===== config.mk =====
export PLATFORM = sky130hd
export DESIGN_NAME = fft_frame_buffer
export DESIGN_NICKNAME = d
export VERILOG_FILES = /design/src/rtl/fft_frame_buffer.sv
export SDC_FILE = /design/constraint.sdc
export NUM_CORES = 2
export LEC_CHECK = 0
export ABC_CLOCK_PERIOD_IN_PS = 6700
export BUFFER_PORTS_ARGS = -buffer_cell sky130_fd_sc_hd__buf_2
export CAP_MARGIN = 10
export CELL_PAD_IN_SITES_DETAIL_PLACEMENT = 1
export CELL_PAD_IN_SITES_GLOBAL_PLACEMENT = 2
export CORE_MARGIN = 10
export CORE_UTILIZATION = 35
export DETAILED_ROUTE_END_ITERATION = 12
export PLACE_DENSITY_LB_ADDON = 0.1
export SYNTH_ARGS = -nofsm -noshare
export SYNTH_HDL_FRONTEND = slang
export SYNTH_SLANG_ARGS = --single-unit

===== constraint.sdc =====
create_clock -name clk -period 6.7 [get_ports clk]
set_input_delay 1.005 -clock clk [delete_from_list [all_inputs] [get_ports clk]]
set_output_delay 1.005 -clock clk [all_outputs]
set_load 0.02 [all_outputs]

===== src/rtl/fft_frame_buffer.sv =====
// -----------------------------------------------------------------------------
// fft_frame_buffer
//
// Serial-to-parallel framing stage in front of the FFT. Signed samples arrive
// one per cycle on a valid/ready handshake and are collected in a fill bank.
// When the fill bank holds a full frame and the output bank is free, or is
// being consumed in the same cycle, the whole frame is copied into the output
// bank. The output bank is presented on a wide bus with a frame-level
// valid/ready handshake. Because there are two banks, the next frame keeps
// filling while downstream still holds the current one.
//
// Ports
//   clk          system clock; all logic is on the rising edge
//   reset        synchronous, active-high reset
//   in_sample    one signed time-domain sample (passed through bit-exact)
//   in_valid     in_sample is valid this cycle
//   in_ready     block accepts a sample this cycle
//   out_frame    packed frame; sample k at [k*sample_size +: sample_size],
//                k = 0 is the oldest sample
//   frame_valid  out_frame holds a complete frame
//   frame_ready  downstream consumes out_frame this cycle
//   fill_level   number of samples currently held in the fill bank
//
// Parameters
//   sample_size  bits per sample
//   buffer_size  samples per frame; must be a power of two and >= 4
//
// Build option
//   FFT_FRAME_OVERLAP_EN  when defined, consecutive frames overlap by 50 %:
//                         on each transfer the newer half of the fill bank
//                         slides down into the older half and filling resumes
//                         at buffer_size/2. The first frame after reset still
//                         needs a full buffer_size samples.
// -----------------------------------------------------------------------------
module fft_frame_buffer #(
  parameter int sample_size = 32,
  parameter int buffer_size = 32
) (
  input  logic                                 clk,
  input  logic                                 reset,
  input  logic [sample_size-1:0]               in_sample,
  input  logic                                 in_valid,
  output logic                                 in_ready,
  output logic [buffer_size*sample_size-1:0]   out_frame,
  output logic                                 frame_valid,
  input  logic                                 frame_ready,
  output logic [$clog2(buffer_size+1)-1:0]     fill_level
);

  localparam int CW = $clog2(buffer_size + 1);
  localparam int IW = $clog2(buffer_size);
  localparam logic [CW-1:0] FULL = CW'(buffer_size);

`ifdef FFT_FRAME_OVERLAP_EN
  localparam int HALF = buffer_size / 2;
  localparam logic [CW-1:0] RESTART = CW'(buffer_size / 2);
`else
  localparam logic [CW-1:0] RESTART = '0;
`endif

  // Frame length must be a power of two (FFT radix-2) and hold at least
  // two samples per half so the overlap mode is meaningful.
  if (buffer_size < 4 || (buffer_size & (buffer_size - 1)) != 0) begin : g_size_check
    $error("fft_frame_buffer: buffer_size must be a power of two and >= 4");
  end

  logic [CW-1:0]          count;
  logic [sample_size-1:0] fill_mem [buffer_size];
  logic [buffer_size*sample_size-1:0] fill_flat;
  logic [IW-1:0]          wr_idx;
  logic                   full;
  logic                   accept;
  logic                   transfer;

  // Handshake decode. in_ready only depends on registered state and reset,
  // never on in_valid, so it is safe for upstream to wait on it.
  assign full     = (count == FULL);
  assign in_ready = !reset && (count < FULL);
  assign accept   = in_valid && in_ready;
  assign transfer = full && (!frame_valid || frame_ready);

  // Whenever a sample is written, count < buffer_size, so the low bits are
  // a valid slot index.
  assign wr_idx = count[IW-1:0];

  assign fill_level = count;

  for (genvar k = 0; k < buffer_size; k++) begin : g_pack
    assign fill_flat[k*sample_size +: sample_size] = fill_mem[k];
  end

  // Fill count. accept and transfer can never coincide: a transfer needs a
  // full bank, and a full bank deasserts in_ready.
  always_ff @(posedge clk) begin
    if (reset) begin
      count <= '0;
    end else if (transfer) begin
      count <= RESTART;
    end else if (accept) begin
      count <= count + CW'(1);
    end
  end

  // Fill bank storage.
  always_ff @(posedge clk) begin
    if (reset) begin
      for (int k = 0; k < buffer_size; k++) begin
        fill_mem[k] <= '0;
      end
    end else if (accept) begin
      fill_mem[wr_idx] <= in_sample;
    end
`ifdef FFT_FRAME_OVERLAP_EN
    else if (transfer) begin
      // Newer half becomes the older half of the next frame; the upper half
      // keeps stale data until it is overwritten by new samples.
      for (int k = 0; k < HALF; k++) begin
        fill_mem[k] <= fill_mem[k + HALF];
      end
    end
`endif
  end

  // Output bank and frame handshake. A consume and a transfer in the same
  // cycle leave frame_valid high with the new frame (no gap). A consume
  // alone drops frame_valid but leaves the stale frame on the bus.
  always_ff @(posedge clk) begin
    if (reset) begin
      out_frame   <= '0;
      frame_valid <= 1'b0;
    end else if (transfer) begin
      out_frame   <= fill_flat;
      frame_valid <= 1'b1;
    end else if (frame_ready) begin
      frame_valid <= 1'b0;
    end
  end

endmodule


Word level (Yosys, flattened, before mapping)
Memories as Yosys holds them, arrays and structs flattened. A register that Yosys moved wholly into a read port is not among the register bits.
Cells that the tools add are included.

word-level totals
  register bits = 7
  memory bits (writable) = 1024
  input bits = 36
  output and inout bits = 1032
  word-level logic and storage cells = 25
  memories = 1

operators by class
  $add $sub $neg = 1
  order comparisons = 1
  eq/ne operators = 1
  mux-type cells = 10
  reduce and logical (&&, ||, !) cells = 9

memories
  memory    words  width  rd ports  clocked after memory_dff  write ports  RTL line  RTL
  fill_mem  32     32     32        32                        32           68        logic [sample_size-1:0] fill_mem [buffer_size];

operator list
  operator             count
  $mux 32              1
  $reduce_or 32->1     1
  $mux 1               8
  $add 6x1->6 const B  1
  $eq 6x6->1 const B   1
  $lt 6x6->1 const B   1
  $mux 5               1
  $logic_and 1x1->1    3
  $logic_not 1->1      2
  $reduce_bool 2->1    1
  $reduce_or 2->1      1
  $logic_or 1x1->1     1

Longest topological paths before layout
  depth in word-level cells = 8
  gate-level depth with buffers = 9
  depth with buffers taken out = 5

Worst setup path before layout
OpenSTA, ideal clock, no wires.

  path type = input to register
  from = input port reset
  to = memory fill_mem[0][0], enable pin
  setup time = 0.428 ns
  arrival = 3.483 ns
  data required time = 6.272 ns
  path slack = 2.789 ns
  stages on the path = 5
  buffers on the path = 2
  cell sequence = clkbuf_1 -> clkbuf_1 -> nor3b_2 -> nand2_1 -> o21bai_1

RTL lines
  what         RTL line  RTL
  from (decl)  40        input logic reset,
  to (decl)    68

Worst setup path after layout
  from = register count[2] (netlist: fill_level[2])
  to = register out_frame[149] (read register of fill_mem)

on the way
  word-level cells in the longest chain between the ends = 2

ends and longest elaborated chain
  what                    RTL line  RTL
  from (decl)             67        logic [CW-1:0] count;
  from (signal assigned)  100       count <= count + CW'(1);
  $eq 6x6->1              77        assign full = (count == FULL);
  $logic_and 1x1->1       80        assign transfer = full && (!frame_valid || frame_ready);
  to (decl)               44        output logic [buffer_size*sample_size-1:0] out_frame,

No other way between the ends.
A chain may end at the register's enable or synchronous reset.

==> metrics <==
number of fill cells 25400; CTS tree done; drc violations 0; Clk Latency, worst-skew pair 0.89 ns; RSZ-0062 raised after global routing no; syn_nets 6993; Max-slew headroom 15.7%; CP endpoint kind register; I/O Buffers 1067; CTS Sinks 2055; post-route setup slack 3.05 ns; Post-CTS Setup Inserts 0; Top FF cell, synth dfxtp_1; placed wire-length estimate 203000 µm; GRT Util Overall 23.1%; post-route cell area 98000 µm²; Leak 0.0357 µW; hold crit path type reg -> reg; Final period util 54.5%; fin nets 7864; Yosys top cell area share 36.9%; Slew Limit Fails 0; Initial Utilization 35.1%; VDD IR max 0.181 mV; Least-Margin Pin Slew 1.26 ns; final number of hold-violating endpoints 0; DIE AREA 258000 µm²; initial antenna violation count 40; CP Max Fanout 130; Placed Instance Area 90600 µm²; GPL Wtd Cong 0.786; status complete, no violations; fin crit period 3.65 ns; post-CTS resize count 0; Ports 1068; FF+latch count, synth 2055; synth unique cells 35; Setup violations, final 0; Post-synth top cells nand2b_1 (2049), dfxtp_1 (1031), mux2i_1 (1025); Vias 54000; clk root buf clkbuf_16; Layout Skew 0.0501 ns; worst hold margin 0.470 ns; CP Launch Type register; Iter 0 DRT Violations 3719; Setup TNS 0 ns; slowest CP cell or3_4; syn_area_per_cell 12.0 µm²; Max Buffers Root-to-Sink 3; Die X 508 µm; crit path kind reg -> reg; htree depth 4; Cell Rows 179; clk slew on worst S/H paths 0.06 ns; setup slack at placement 2.66 ns; total core area 238000 µm²; first-pass GRT wire length 431000 µm; Post-synth EDFFs 1024; Syn Std Cell Area 83400 µm²; vias per cell 4.82; DRT Wirelength 310000 µm; top-count cell post-synth nand2b_1; sequential area share after synthesis 61.6%; Final ANT Viol Nets 0; Syn. warnings 0; Hold-fix buffers, CTS 0; CTS Buf Count 227; Area Overhead vs Synth 17.5%; drt first pass iters 5; Synth area leader edfxtp_1; drt wl/cell 27.7 µm; Overflow after GRT 0; fraction of layout cells with a size suffix above 1 19.2%; Syn Inst Count 6952; CP most frequent cell buf_12; Worst Path Arrival 4.42 ns; largest net degree at the start of global routing 275; critical path, cell by cell or3_4 -> nor3_2 -> buf_12 -> buf_12 -> mux2i_1; FMAX 0.274 GHz; CP peak stage delay 0.72 ns; WP data required 7.47 ns; final core occ 41.2%; die height 508 µm; vias in the first global route 55600; number of max-cap violations 0; Async S/R FF share, synth 0%; Pwr Density 273 nW/µm²; top cells by area, synth edfxtp_1 (37%), dfxtp_1 (25%), nand2b_1 (15%), mux2i_1 (12%), nor2_1 (3.9%)
-- layout make-up --
cell class / instances / area, µm² / share of cell area [%]
flip-flops and latches: 2055 / 51400 / 52.5
repair buffers: 1163 / 6280 / 6.41
multi-input cells: 4374 / 29000 / 29.6
well taps: 3167 / 3960 / 4.04
diodes: 23 / 57.6 / 0.0587
clock buffers: 360 / 6770 / 6.91
inverters: 2 / 7.51 / 0.00766
clock inverters: 69 / 507 / 0.517
-- routing by layer --
layer  global-route usage, %  vias to the layer above  routed length, µm  part of all wire [%]
met1                    29.7                    27400             130000                    42
met4                    7.78                        2              10500                   3.4
met5                       0                        -                 13                0.0042
li1                        -                    24700                  -                     -
met2                    37.0                     1545             143000                    46
met3                    7.09                      348              26400                   8.5
-- worst max-delay path: cells and delay by family, from the launching register on --
family	cells	cell delay [ns]
buf+inv	2	1.25
simple gates	2	1.06
flops	1	0.48
mux	1	0.28
-- logic make-up (layout without fill, tap and decap cells) --
logic type	Yosys count	count (layout)	synth area share (%)
other	0	23	0
AND/OR/NAND/NOR	3310	3310	21.7
adder cells (fa/ha/maj)	5	5	0.0750
AO/OA/AOI/OAI	32	32	0.287
XOR/XNOR	2	2	0.0210
flip-flops	2055	2055	61.6
buffers and inverters	523	1594	4.03
multiplexers	1025	1025	12.3
-- power by group --
part           total, µW  switching [µW]  internal (µW)
Clock              12300            5300           7010
Combinational        951             647            304
Sequential         13500            73.4          13400
Total              26700            6020          20700
-- cell usage in the layout (no fill, tap or decap), drive strengths merged --
cell type     n
a211oi        2
a21o         11
a41oi         1
and2        160
and3          2
and3b         2
buf        1163
bufinv        3
clkbuf      360
clkinv       59
clkinvlp      3
dfxtp      1031
diode        23
edfxtp     1024
ha            5
inv           6
mux2i      1025
nand2       196
nand2b     2049
nand3         2
nand3b        2
nand4bb       3
nor2        871
nor2b         1
nor3          5
nor3b         2
nor4bb        4
o21ai         2
o21ba         1
o21bai       15
or2           6
or3           2
or3b          3
xnor2         2
-- final timing paths --
check / cells after the start / end / start / slack [ns]
worst max-delay path: 5 / out_frame[149] / fill_level[2] / 3.05
worst max register to register: 5 / out_frame[149] / fill_level[2] / 3.05
worst min register to register: 2 / out_frame[307] / out_frame[307] / 0.47
worst min-delay path: 2 / out_frame[307] / out_frame[307] / 0.47
-- state kept, by name, summed over array words and instances, names as in the netlist --
name	count
fill_level	6
frame_valid	1
fill_mem	1024
out_frame	1024
-- metrics by stage --
step | total power (µW) | instances
final | 26700 | 11200
after global placement | 14700 | 10800
after floorplan | 14300 | 6952
after global routing | 27700 | 11200
after detailed placement | 14700 | 10800
after CTS | 27100 | 11200
(Power assumes the default switching activity.)
